**src/rtl/rect_mode_sequencer.sv**
```systemverilog
// Mode-select sequencer for the stereo rectification stage: the select changes only when
// both input streams are between frames and both output streams have drained.
module rect_mode_sequencer #(
  parameter int HEIGHT        = 480,
  parameter int INIT_MODE     = 1,
  parameter int DRAIN_TIMEOUT = 1048576,
  parameter int LW            = $clog2(HEIGHT + 1)
) (
  input  logic       aclk,
  input  logic       aresetn,
  input  logic [1:0] mode_req,
  input  logic       s_l_tvalid,
  input  logic       s_l_tready,
  input  logic       s_l_tlast,
  input  logic       s_l_tuser,
  input  logic       s_r_tvalid,
  input  logic       s_r_tready,
  input  logic       s_r_tlast,
  input  logic       s_r_tuser,
  input  logic       m_l_tvalid,
  input  logic       m_l_tready,
  input  logic       m_l_tlast,
  input  logic       m_l_tuser,
  input  logic       m_r_tvalid,
  input  logic       m_r_tready,
  input  logic       m_r_tlast,
  input  logic       m_r_tuser,
  output logic [1:0] mode_sel,
  output logic       hold_l,
  output logic       hold_r,
  output logic       mode_ack,
  output logic       busy,
  output logic       timeout_flag,
  output logic       bad_req_flag,
  output logic [1:0] state_dbg
);

  localparam int TW = $clog2(DRAIN_TIMEOUT + 1);

  typedef enum logic [1:0] {
    RUN    = 2'd0,
    PEND   = 2'd1,
    DRAIN  = 2'd2,
    SWITCH = 2'd3
  } state_t;

  state_t        state;
  logic [1:0]    target;
  logic [TW-1:0] drain_cnt;

  // Tap index: 0 = s_l, 1 = s_r, 2 = m_l, 3 = m_r.
  // A beat is tvalid & tready; these are passive taps, so there is no local handshake.
  logic [3:0]    tvalid;
  logic [3:0]    tready;
  logic [3:0]    tlast;
  logic [3:0]    tuser;
  logic [3:0]    beat;
  logic [3:0]    active;
  logic [LW-1:0] line_cnt [4];

  assign tvalid = {m_r_tvalid, m_l_tvalid, s_r_tvalid, s_l_tvalid};
  assign tready = {m_r_tready, m_l_tready, s_r_tready, s_l_tready};
  assign tlast  = {m_r_tlast,  m_l_tlast,  s_r_tlast,  s_l_tlast};
  assign tuser  = {m_r_tuser,  m_l_tuser,  s_r_tuser,  s_l_tuser};
  assign beat   = tvalid & tready;

  always_ff @(posedge aclk or negedge aresetn) begin
    if (!aresetn) begin
      active <= '0;
      for (int i = 0; i < 4; i++) line_cnt[i] <= '0;
    end else begin
      for (int i = 0; i < 4; i++) begin
        if (beat[i] && tuser[i]) begin
          // A start-of-frame always restarts the frame, even mid-frame.
          if (tlast[i] && (HEIGHT == 1)) begin
            active[i]   <= 1'b0;
            line_cnt[i] <= '0;
          end else begin
            active[i]   <= 1'b1;
            line_cnt[i] <= tlast[i] ? LW'(1) : '0;
          end
        end else if (beat[i] && tlast[i] && active[i]) begin
          if (line_cnt[i] == LW'(HEIGHT - 1)) begin
            active[i]   <= 1'b0;
            line_cnt[i] <= '0;
          end else begin
            line_cnt[i] <= line_cnt[i] + LW'(1);
          end
        end
      end
    end
  end

  always_ff @(posedge aclk or negedge aresetn) begin
    if (!aresetn) begin
      state        <= RUN;
      mode_sel     <= 2'(INIT_MODE);
      target       <= 2'(INIT_MODE);
      mode_ack     <= 1'b0;
      drain_cnt    <= '0;
      timeout_flag <= 1'b0;
      bad_req_flag <= 1'b0;
    end else begin
      mode_ack <= 1'b0;
      case (state)
        RUN: begin
          if (mode_req[1]) begin
            bad_req_flag <= 1'b1;
          end else if (mode_req != mode_sel) begin
            target <= mode_req;
            state  <= PEND;
          end
        end
        PEND: begin
          if (!active[0] && !active[1]) state <= DRAIN;
        end
        DRAIN: begin
          drain_cnt <= drain_cnt + TW'(1);
          // An idle output wins over the timeout, so a clean drain never raises the flag.
          if (!active[2] && !active[3]) begin
            state    <= SWITCH;
            mode_sel <= target;
            mode_ack <= 1'b1;
          end else if (drain_cnt == TW'(DRAIN_TIMEOUT - 1)) begin
            state        <= SWITCH;
            mode_sel     <= target;
            mode_ack     <= 1'b1;
            timeout_flag <= 1'b1;
          end
        end
        SWITCH: begin
          drain_cnt <= '0;
          state     <= RUN;
        end
        default: state <= RUN;
      endcase
    end
  end

  assign busy      = (state != RUN);
  assign hold_l    = busy && !active[0];
  assign hold_r    = busy && !active[1];
  assign state_dbg = state;

endmodule
```
**config.mk**
```make
export PLATFORM = sky130hd
export DESIGN_NAME = rect_mode_sequencer
export DESIGN_NICKNAME = d
export VERILOG_FILES = /design/src/rtl/rect_mode_sequencer.sv
export SDC_FILE = /design/constraint.sdc
export NUM_CORES = 1
export LEC_CHECK = 0
export ABC_AREA = 1
export CAP_MARGIN = 20
export CORE_ASPECT_RATIO = 0.75
export CORE_MARGIN = 8
export CORE_UTILIZATION = 30
export CTS_CLUSTER_DIAMETER = 200
export CTS_CLUSTER_SIZE = 24
export DETAILED_ROUTE_END_ITERATION = 8
export GPL_TIMING_DRIVEN = 1
export PLACE_DENSITY = 0.47
export SETUP_SLACK_MARGIN = 0.05
export SKIP_CTS_REPAIR_TIMING = 1
export SYNTH_ARGS = -nofsm -noshare
export SYNTH_HDL_FRONTEND = slang
export SYNTH_SLANG_ARGS = --single-unit
```
**constraint.sdc**
```tcl
create_clock -name aclk -period 3.82 [get_ports aclk]
set_input_delay 0.382 -clock aclk [delete_from_list [all_inputs] [get_ports aclk]]
set_output_delay 0.382 -clock aclk [all_outputs]
set_load 0.005 [all_outputs]
```
* After elaboration in Yosys (flattened, before gate mapping)
Index checks and enable logic that the tools add are counted.
Word-level totals: register bits after elaboration 69, bits in latches 0, RAM bits 0, ROM bits 0, bits of input ports 20, word-level logic and storage cells 117, memories 0
Cells by class: $add $sub $neg 5, multipliers 0, div/mod/pow operators 0, $lt $le $gt $ge 0, eq/ne operators 13, shift-type cells 0, muxes and demuxes 40, bitwise gates (word level) 3, reductions and logical operators 41
Operators by type and width (count):
- $mux W9 | 12
- $pmux W21 S2 | 1
- $add A9 B1 Y9 const B | 4
- $eq A9 B9 Y1 const B | 4
- $reduce_bool A2 Y1 | 11
- $add A21 B1 Y21 const B | 1
- $eq A21 B20 Y1 const B | 1
- $mux W1 | 19
- $logic_and A1 B1 Y1 | 16
- $mux W2 | 7
- $reduce_and A2 Y1 | 6
- $pmux W2 S4 | 1
- $ne A2 B2 Y1 const B | 3
- $reduce_and A3 Y1 | 2
- $and A4 B4 Y4 | 1
- $eq A2 B2 Y1 const B | 2
- $logic_not A1 Y1 | 4
- $reduce_and A4 Y1 | 1
- $ne A3 B3 Y1 const B | 1
- $eq A2 B1 Y1 const B | 1
- $logic_not A2 Y1 | 1
- $ne A2 B2 Y1 | 1
- $not A1 Y1 | 2

* Depth between registers and ports, before layout
Gate-level depths: netlist (run 1).
depth after elaboration 5, gate-level depth with buffers 11, depth with buffers taken out 11

* Worst setup path before layout (run 1)
No wires, ideal clock.
path kind register -> register, start point register state[0], in the netlist state_dbg[0], end point register drain_cnt[13], library setup time 0.113 ns, arrival 1.402 ns, required time 3.707 ns, slack 2.305 ns, stages on the path, launching flop included 12, path through dfrtp_1 -> inv_1 -> ha_1 -> inv_2 -> nand2_4 -> inv_4 -> nor2_4 -> nand2_1 -> o21ai_1 -> nand2_1 -> nand2_1 -> inv_1
Between the ends: word-level cells in the longest chain between the ends 2
Ends and longest elaborated chain:
- from (decl) | RTL line 47 | state_t state;
- from (signal assigned) | RTL line 96 | state <= RUN;
- from (signal assigned) | RTL line 111 | state <= PEND;
- from (signal assigned) | RTL line 115 | if (!active[0] && !active[1]) state <= DRAIN;
- $eq A2 B2 Y1 | RTL line 105 | case (state)
- $pmux W21 S2 or $reduce_bool A2 Y1 (tied branches)
- to (signal assigned) | RTL line 118 | drain_cnt <= drain_cnt + TW'(1);
- to (decl) | RTL line 49 | logic [TW-1:0] drain_cnt;
Parallel ways exist; a longest one is shown, timed or not. A chain may end at the register's enable or synchronous reset.

* Final worst setup path (run 1)
start point register state[0], in the netlist state_dbg[0], end point output busy
Between the ends: word-level cells in the longest chain between the ends 1
Ends and longest elaborated chain:
- $reduce_bool A2 Y1 | RTL line 140 | assign busy = (state != RUN);
- to (decl) | RTL line 32 | output logic busy,
No other way between the ends.

==> results.json, run 1 <==
{
  "outcome": "finished, final reports clean",
  "nNetsFinal": 579,
  "h-tree-depth": 3,
  "number_of_global_route_vias_before_repair": 3095,
  "clock_insertion_delay_worst_skew_ps": 330,
  "clock_power_share": 0.344,
  "start_util": 0.310,
  "drt-initial-drc-count": 149,
  "critical_path.startpoint_type": "register",
  "drv_slew": 0,
  "core_um2": 12300,
  "synthesis.area_per_instance_um2": 7.47,
  "floorplan.rows": 35,
  "switching_share": 0.327,
  "gpl.final_weighted_congestion": 0.774,
  "synth-seq-area-share": 0.446,
  "grt_first_pass_wirelength_mm": 14.6,
  "finalHoldViolations": 0,
  "pin_count_of_the_biggest_net_entering_global_routing": 43,
  "power_density_nw_per_um2": 531,
  "slew_headroom": 0.571,
  "netlist_instances": 512,
  "min_period_over_period": 0.574,
  "timing.hold.ws_ps": 75.7,
  "cts_tree": "done",
  "routed_wire_length_per_instance_um": 11.8,
  "antenna_violating_nets_left": 0,
  "cts.path.max_buffers": 2,
  "cp.arrival_ps": 1810,
  "path_clk_slew_ps": 50,
  "ys_types": 40,
  "grt.overflow.total": 0,
  "setup_viol_count_final": 0,
  "seqPwrFrac": 0.409,
  "synthMostInstantiatedCell": "nand2_1",
  "path_max_fanout": 5,
  "detail_route.first_pass.iterations": 4,
  "switchingPower_w": 0.000798,
  "grt_setup_unrepaired": "false",
  "synth_commonest_cells": "nand2_1, nor2_1, inv_1",
  "max_cap_violations": 0,
  "cp-end-kind": "output port",
  "cellLeakagePower_nw": 2.25,
  "fmaxAchievable_mhz": 456,
  "clock_net_sink_count": 68,
  "p_int_w": 0.00164,
  "cp.required_ps": 3440,
  "worst_slew_pin_slew_ps": 643,
  "post_detail_place_hpwl_mm": 6.38,
  "synth-edff-count": 0,
  "grt.total_usage": 0.108,
  "synth.top_cells.by_area": "dfrtp_1, nand2_1, nor2_1",
  "combPwrFrac": 0.247,
  "boundaryPins": 30,
  "post_route_cells_drive_above_1_share": 0.0865,
  "synth_seq_cells": 68,
  "route.final.wire_length_mm": 8.53,
  "grt_antenna_before_repair": 0,
  "dieHeight_um": 114,
  "fin_setup_tns_ps": 0,
  "synth_top_flop_cell": "dfrtp_1",
  "cts-root-buf": "clkbuf_16",
  "antennaDiodeCount": 0,
  "fp.dieArea_um2": 16700,
  "ys_warn_count": 0,
  "port_buffers": 28,
  "path_class": "register to output port",
  "synth_largest_area_cell": "dfrtp_1",
  "syn-num-nets": 541,
  "vdd.ir_drop.worst_mv": 0.270,
  "fin_crit_ps": 2190,
  "dieWidth_um": 146,
  "yosysTopAreaCellShare": 0.432,
  "synth_area_um2": 3820,
  "via_count": 3211,
  "tritoncts.num_buffers": 9,
  "drt-vias-per-instance": 4.45,
  "synth_async_sr_flop_share": 1.00,
  "drt_drc_violations_left": 0,
  "clock_skew_ps": 4.73,
  "area_growth_pct": 20.2,
  "worst_hold_check_path_type": "primary input to async pin"
}
## layer usage
metal,vias up,GRT usage,share of wire
li1,1694,-,-
met1,1479,0.140,0.51
met2,28,0.167,0.45
met3,10,0.0313,0.029
met4,0,0.0411,0.013
met5,-,0,0
## per-stage QoR
stage / power [W] / worst slack [ps] / instance area (µm²) / std cells / util
finish: 0.00244 / 1630 / 4600 / 721 / 0.372
global route: 0.00262 / 1550 / 4600 / 721 / 0.372
CTS: 0.00249 / 1600 / 4600 / 721 / 0.372
detailed placement: 0.00162 / 1960 / 4290 / 705 / 0.348
global placement: 0.00162 / 1960 / 4290 / 705 / 0.348
floorplan: 0.00141 / 2300 / 3820 / 512 / -
## worst max-delay path, stage by stage, from the launching register on
cell             delay, ps
dfrtp_1                410
inv_1                   90
ha_1                   280
inv_1                  170
clkdlybuf4s50_1        540
## cell usage in the layout, fill, tap and decap left out, types with 2 or more instances in the layout
cell type,n
o21ai_1,4
o21ai_0,17
nor2_1,87
clkdlybuf4s50_1,27
inv_2,4
nand2_1,139
nand3_2,2
inv_1,67
a22oi_1,2
nor2_2,3
nor3_2,2
o21a_1,2
a21oi_2,2
nand3_1,27
xnor2_1,2
clkbuf_16,9
dfrtp_1,66
clkbuf_8,2
dfstp_2,2
a21oi_4,3
nor2_4,3
a21oi_1,18
nor3_1,10
o21bai_1,2
nor3b_1,2
nand2_2,6
clkinv_2,4
xor2_1,5
nand4_1,10
ha_1,9
nand3b_1,3
## sequential cells by signal, indices dropped and copies added, names as in the netlist, 2 cells and up
signal,cells
state_dbg,2
line_cnt,36
active,4
drain_cnt,21
## power groups by stage
stage / clock, W / sequential [W] / combinational [W]
after CTS: 0.000869 / 0.000998 / 0.000619
final: 0.000841 / 0.000998 / 0.000603
after detailed placement: 0 / 0.00101 / 0.000617
after global placement: 0 / 0.00101 / 0.000612
after global routing: 0.000897 / 0.00102 / 0.000697
after floorplan: 0 / 0.000972 / 0.000434
## area by class of cell
cell class / count / area, µm²
clock inverters: 5 / 50.0
multi-input cells: 370 / 1830
repair buffers: 29 / 283
well taps: 166 / 208
fillers: 1304 / 7750
inverters: 72 / 273
clock buffers: 11 / 253
flip-flops and latches: 68 / 1700
## cells by family (layout without fill, tap and decap cells)
kind of cell | Yosys count | count (layout) | share of synthesized area
compound gates | 56 | 56 | 0.0919
flops | 68 | 68 | 0.446
xor+xnor | 7 | 7 | 0.0160
other cells | 1 | 1 | 0.000980
simple gates | 297 | 297 | 0.339
fa+ha+maj | 9 | 9 | 0.0294
buf+inv | 74 | 117 | 0.0769
## worst paths after layout
| check | to | cells past startpoint | slack (ps) | startpoint |
|---|---|---|---|---|
| min reg2reg | bad_req_flag | 1 | 490 | bad_req_flag |
| max in group asynchronous | line_cnt[17] | 2 | 2740 | aresetn |
| max reg2reg | drain_cnt[9] | 10 | 2030 | state_dbg[0] |
| max | busy | 4 | 1630 | state_dbg[0] |
| min in group aclk | bad_req_flag | 1 | 490 | bad_req_flag |
| min | line_cnt[2] | 1 | 80 | aresetn |
Power figures use the tool's default switching activity.
==> inputs of run 2 (changes only) <==
- clock period: 3.82 -> 2.15 ns (I/O delays scaled with it)
==> run 2 against run 1 <==
Critical path depth did not move. Flip-flop and latch count did not move. Worst setup slack got worse by 1500 ps. Clock skew rose by 1.8 ps. Global-route usage rose by 0.50 points. First-iteration DRC count rose by 21%. Count of clock-buffer cells in the layout fell by 2. Critical path type unchanged. Worst hold slack improved by 340 ps. Register-to-register slack got worse by 1600 ps. Critical endpoint unchanged. Clock power rose by 90%.
==> results.json, run 2 (synthesis results as in run 1) <==
{
  "path_class": "register to output port",
  "clock_power_share": 0.357,
  "largestRegisters": "line_cnt x36, drain_cnt x21, active x4",
  "finalHoldViolations": 0,
  "switching_share": 0.328,
  "via_count": 3189,
  "tritoncts.num_buffers": 9,
  "cellLeakagePower_nw": 2.26,
  "p_int_w": 0.00300,
  "outcome": "finished, final reports clean",
  "finalInstanceArea_um2": 4650,
  "core_um2": 12300,
  "port_buffers": 28,
  "cp.required_ps": 1930,
  "cts-root-buf": "clkbuf_16",
  "clock_net_sink_count": 68,
  "worst-path-buf-inv": 3,
  "switchingPower_w": 0.00147,
  "critical-path-slowest-cell": "clkdlybuf4s50_1",
  "clock_insertion_delay_worst_skew_ps": 330,
  "crit_path_frequent_cell": "inv_1",
  "drt_drc_violations_left": 0,
  "largest_register_ffs": 36,
  "top_reg_by_flops": "line_cnt",
  "place_ws_ps": 408,
  "cpLargestDelayFamily": "buffers and inverters",
  "grt_antenna_before_repair": 0,
  "worst_hold_check_path_type": "primary input to async pin",
  "setup_viol_count_final": 0,
  "dieHeight_um": 114,
  "number_of_global_route_vias_before_repair": 3210,
  "route.final.wire_length_mm": 8.54,
  "post_detail_place_hpwl_mm": 6.44,
  "pin_count_of_the_biggest_net_entering_global_routing": 69,
  "min_period_over_period": 0.920,
  "critical_path.startpoint_type": "register",
  "drt-vias-per-instance": 4.41,
  "floorplan.rows": 35,
  "seqPwrFrac": 0.396,
  "worst_r2r_path_depth": 11,
  "path_clk_slew_ps": 60,
  "fmaxAchievable_mhz": 505,
  "r2r-start": "state_dbg[0]",
  "detail_route.first_pass.iterations": 5,
  "drv_slew": 0,
  "vdd.ir_drop.worst_mv": 0.408,
  "rr_endpoint": "drain_cnt[13]",
  "dieWidth_um": 146,
  "h-tree-depth": 3,
  "post_route_cells_drive_above_1_share": 0.0898,
  "power_density_nw_per_um2": 962,
  "fin_crit_ps": 1980,
  "mostFrequentLayoutCell": "nand2_1",
  "setup.reg_to_reg.worst_slack_ps": 420,
  "detailed_place.area_um2": 4310,
  "setup_ws_ps": 171,
  "p_total_w": 0.00447,
  "antenna_violating_nets_left": 0,
  "layout_common_cells": "nand2_1, nor2_1, inv_1",
  "path_max_fanout": 5,
  "grt.total_usage": 0.113,
  "drt-initial-drc-count": 181,
  "combPwrFrac": 0.247,
  "grt.overflow.total": 0,
  "nNetsFinal": 581,
  "routed_wire_length_per_instance_um": 11.8,
  "fp.dieArea_um2": 16700,
  "max_cap_violations": 0,
  "start_util": 0.310,
  "grt_first_pass_wirelength_mm": 15.5,
  "gpl.final_weighted_congestion": 0.828,
  "cts_tree": "done",
  "fin_setup_tns_ps": 0,
  "cp.arrival_ps": 1760,
  "cts.path.max_buffers": 2,
  "area_growth_pct": 21.6,
  "slowest_delay_ps": 540,
  "cp-end-kind": "output port",
  "antennaDiodeCount": 0,
  "cp_cell_sequence": "inv_1, ha_1, inv_1, clkdlybuf4s50_1",
  "grt_setup_unrepaired": "false",
  "boundaryPins": 30,
  "clock_skew_ps": 6.57
}
[run 2: worst max path at each step]
stage                 startpoint       endpoint  slack (ps)  cells after the start
floorplan           state_dbg[0]  drain_cnt[13]         630                     11
global placement       m_l_tlast   line_cnt[14]         390                      8
detailed placement  state_dbg[0]  drain_cnt[20]         410                     10
CTS                 state_dbg[0]           busy         110                      4
global route        state_dbg[1]           busy          80                      4
finish              state_dbg[1]           busy         170                      4
[run 2: power by group through the flow]
| stage | clock network [W] | logic (W) | registers [W] |
|---|---|---|---|
| final | 0.00160 | 0.00110 | 0.00177 |
| after global routing | 0.00170 | 0.00129 | 0.00182 |
| after detailed placement | 0 | 0.00112 | 0.00179 |
| after CTS | 0.00166 | 0.00112 | 0.00177 |
| after floorplan | 0 | 0.000771 | 0.00173 |
| after global placement | 0 | 0.00110 | 0.00180 |
[run 2: cell type report]
cell class	instances	area, µm²
inverters	72	273
repair buffers	31	313
clock buffers	9	225
multi-input cells	370	1830
clock inverters	7	100
flip-flops and latches	68	1710
fillers	1303	7700
well taps	166	208
[run 2: worst min-delay path, delay by kind of cell]
kind / cells / cell delay [ps]
buffers and inverters: 3 / 940
[run 2: metal layers]
layer | track usage | wire length, µm
met1 | 0.152 | 4540
met2 | 0.169 | 3610
met3 | 0.0320 | 243
met4 | 0.0404 | 141
met5 | 0 | 0
[run 2: per-stage QoR]
stage | util | std cells | hold slack [ps]
final | 0.377 | 723 | 414
after CTS | 0.376 | 722 | -88.5
after global placement | 0.349 | 706 | 264
after detailed placement | 0.349 | 706 | 268
after global routing | 0.377 | 723 | 469
after floorplan | - | 512 | -80.6
==> inputs of run 3 (changes only) <==
- CORE_MARGIN: 8 -> 2
- clock period: 2.15 -> 2.1 ns (I/O delays scaled with it)
==> run 3 against run 2 <==
Register-to-register slack worse by 50 ps. Critical path depth unchanged. Cell count up 0.14%. Combinational power about the same. Final area down 0.89%. Via count up 2.8%. Worst hold slack worse by 6.3 ps. Count of clock-buffer cells in the layout up 4. Worst setup slack better by 4.4 ps. Sequential power about the same. Largest cell class unchanged.
==> results.json, run 3 (synthesis results as in run 1) <==
{
  "largestRegisters": "line_cnt x36, drain_cnt x21, active x4",
  "power_density_nw_per_um2": 938,
  "fp.dieArea_um2": 13700,
  "drt_drc_violations_left": 0,
  "mostFrequentLayoutCell": "nand2_1",
  "setup_ws_ps": 176,
  "tritoncts.num_buffers": 9,
  "via_count": 3277,
  "setup.reg_to_reg.worst_slack_ps": 370,
  "finalInstanceArea_um2": 4610,
  "path_class": "register to output port",
  "clock_insertion_delay_worst_skew_ps": 330,
  "place_ws_ps": 356,
  "slew_headroom": 0.654,
  "setup_viol_count_final": 0,
  "grt.overflow.total": 0,
  "route.final.wire_length_mm": 8.34,
  "clock_net_sink_count": 68,
  "routed_wire_length_per_instance_um": 11.5,
  "r2r-start": "state_dbg[0]",
  "start_util": 0.310,
  "floorplan.rows": 35,
  "port_buffers": 28,
  "h-tree-depth": 3,
  "antenna_violating_nets_left": 0,
  "grt_first_pass_wirelength_mm": 14.6,
  "cp-end-kind": "output port",
  "area_growth_pct": 20.5,
  "min_period_over_period": 0.916,
  "drv_slew": 0,
  "cp.required_ps": 1890,
  "dieWidth_um": 134,
  "max_cap_violations": 0,
  "gpl.final_weighted_congestion": 0.845,
  "fin_crit_ps": 1920,
  "drt-vias-per-instance": 4.53,
  "cts_tree": "done",
  "finalHoldViolations": 0,
  "dieHeight_um": 102,
  "worst_hold_check_path_type": "primary input to async pin",
  "drt-initial-drc-count": 203,
  "detailed_place.area_um2": 4320,
  "fillers": 1300,
  "fin_setup_tns_ps": 0,
  "rr_endpoint": "drain_cnt[10]",
  "fmaxAchievable_mhz": 520,
  "grt_setup_unrepaired": "false",
  "outcome": "finished, final reports clean",
  "detail_route.first_pass.iterations": 4,
  "grt_antenna_before_repair": 0,
  "clock_skew_ps": 4.58,
  "path_max_fanout": 5,
  "largest_register_ffs": 36,
  "grt.total_usage": 0.135,
  "antennaDiodeCount": 0,
  "number_of_global_route_vias_before_repair": 3071,
  "nNetsFinal": 583,
  "vdd.ir_drop.worst_mv": 0.442,
  "share_of_the_core_filled_with_cells_in_the_final_layout": 0.373,
  "cp.arrival_ps": 1710,
  "cellLeakagePower_nw": 2.25,
  "cts-root-buf": "clkbuf_16",
  "worst_r2r_path_depth": 9,
  "layout_common_cells": "nand2_1, nor2_1, inv_1",
  "cts.path.max_buffers": 2,
  "pin_count_of_the_biggest_net_entering_global_routing": 29,
  "critical_path.startpoint_type": "register",
  "post_route_cells_drive_above_1_share": 0.0860,
  "worst_slew_pin_slew_ps": 518,
  "boundaryPins": 30,
  "core_um2": 12300,
  "timing.hold.ws_ps": 408,
  "top_reg_by_flops": "line_cnt",
  "path_clk_slew_ps": 50,
  "post_detail_place_hpwl_mm": 6.28
}
run 3: cell types whose count changed in the layout (fill, tap and decap cells not counted):
cell        before  now
buf_4            1    3
bufinv_16        2    0
clkbuf_1         0    2
clkbuf_8         0    2
clkinv_2         0    2
clkinv_4         1    0
clkinvlp_4       3    0
dfrtp_1         65   66
dfrtp_2          1    0
inv_6            1    0
run 3: layout make-up:
| type | count | area (µm²) | share of cell area |
|---|---|---|---|
| multi-input combinational | 370 | 1830 | 0.396 |
| sequential | 68 | 1700 | 0.370 |
| clock inverter | 2 | 10.0 | 0.00217 |
| inverter | 72 | 273 | 0.0592 |
| timing repair buffer | 33 | 328 | 0.0711 |
| tap | 166 | 208 | 0.0451 |
| clock buffer | 13 | 260 | 0.0565 |
run 3: per-stage QoR:
| step | power, W | instances |
|---|---|---|
| floorplan | 0.00256 | 512 |
| global placement | 0.00295 | 707 |
| detailed placement | 0.00295 | 707 |
| CTS | 0.00438 | 722 |
| global route | 0.00466 | 724 |
| finish | 0.00432 | 724 |
run 3: routing by layer:
metal | wire [µm] | GRT usage | vias to the layer above | share of wire
met5 | 0 | 0 | - | 0
met4 | 89 | 0.0381 | 0 | 0.011
met3 | 325 | 0.0455 | 11 | 0.039
met2 | 3710 | 0.208 | 45 | 0.44
met1 | 4220 | 0.183 | 1513 | 0.51
li1 | - | - | 1708 | -
run 3: worst max-delay path, cell delays in order (launching register included):
cell and delay (ps):
dfrtp_1 410, inv_1 80, ha_1 240, inv_1 130, clkdlybuf4s50_1 520
run 3: worst max-delay path by stage:
stage                 start       endpoint
2_1_floorplan  state_dbg[0]  drain_cnt[13]
3_3_place_gp     m_l_tvalid      active[2]
3_5_place_dp   state_dbg[0]  drain_cnt[10]
4_1_cts        state_dbg[0]           busy
5_1_grt        state_dbg[1]           busy
6_report       state_dbg[1]           busy
run 3: power breakdown:
group	switching, W	total (W)	internal, W
combinational	0.000661	0.00113	0.000467
clock	0.000538	0.00139	0.000853
sequential	0.000232	0.00180	0.00157
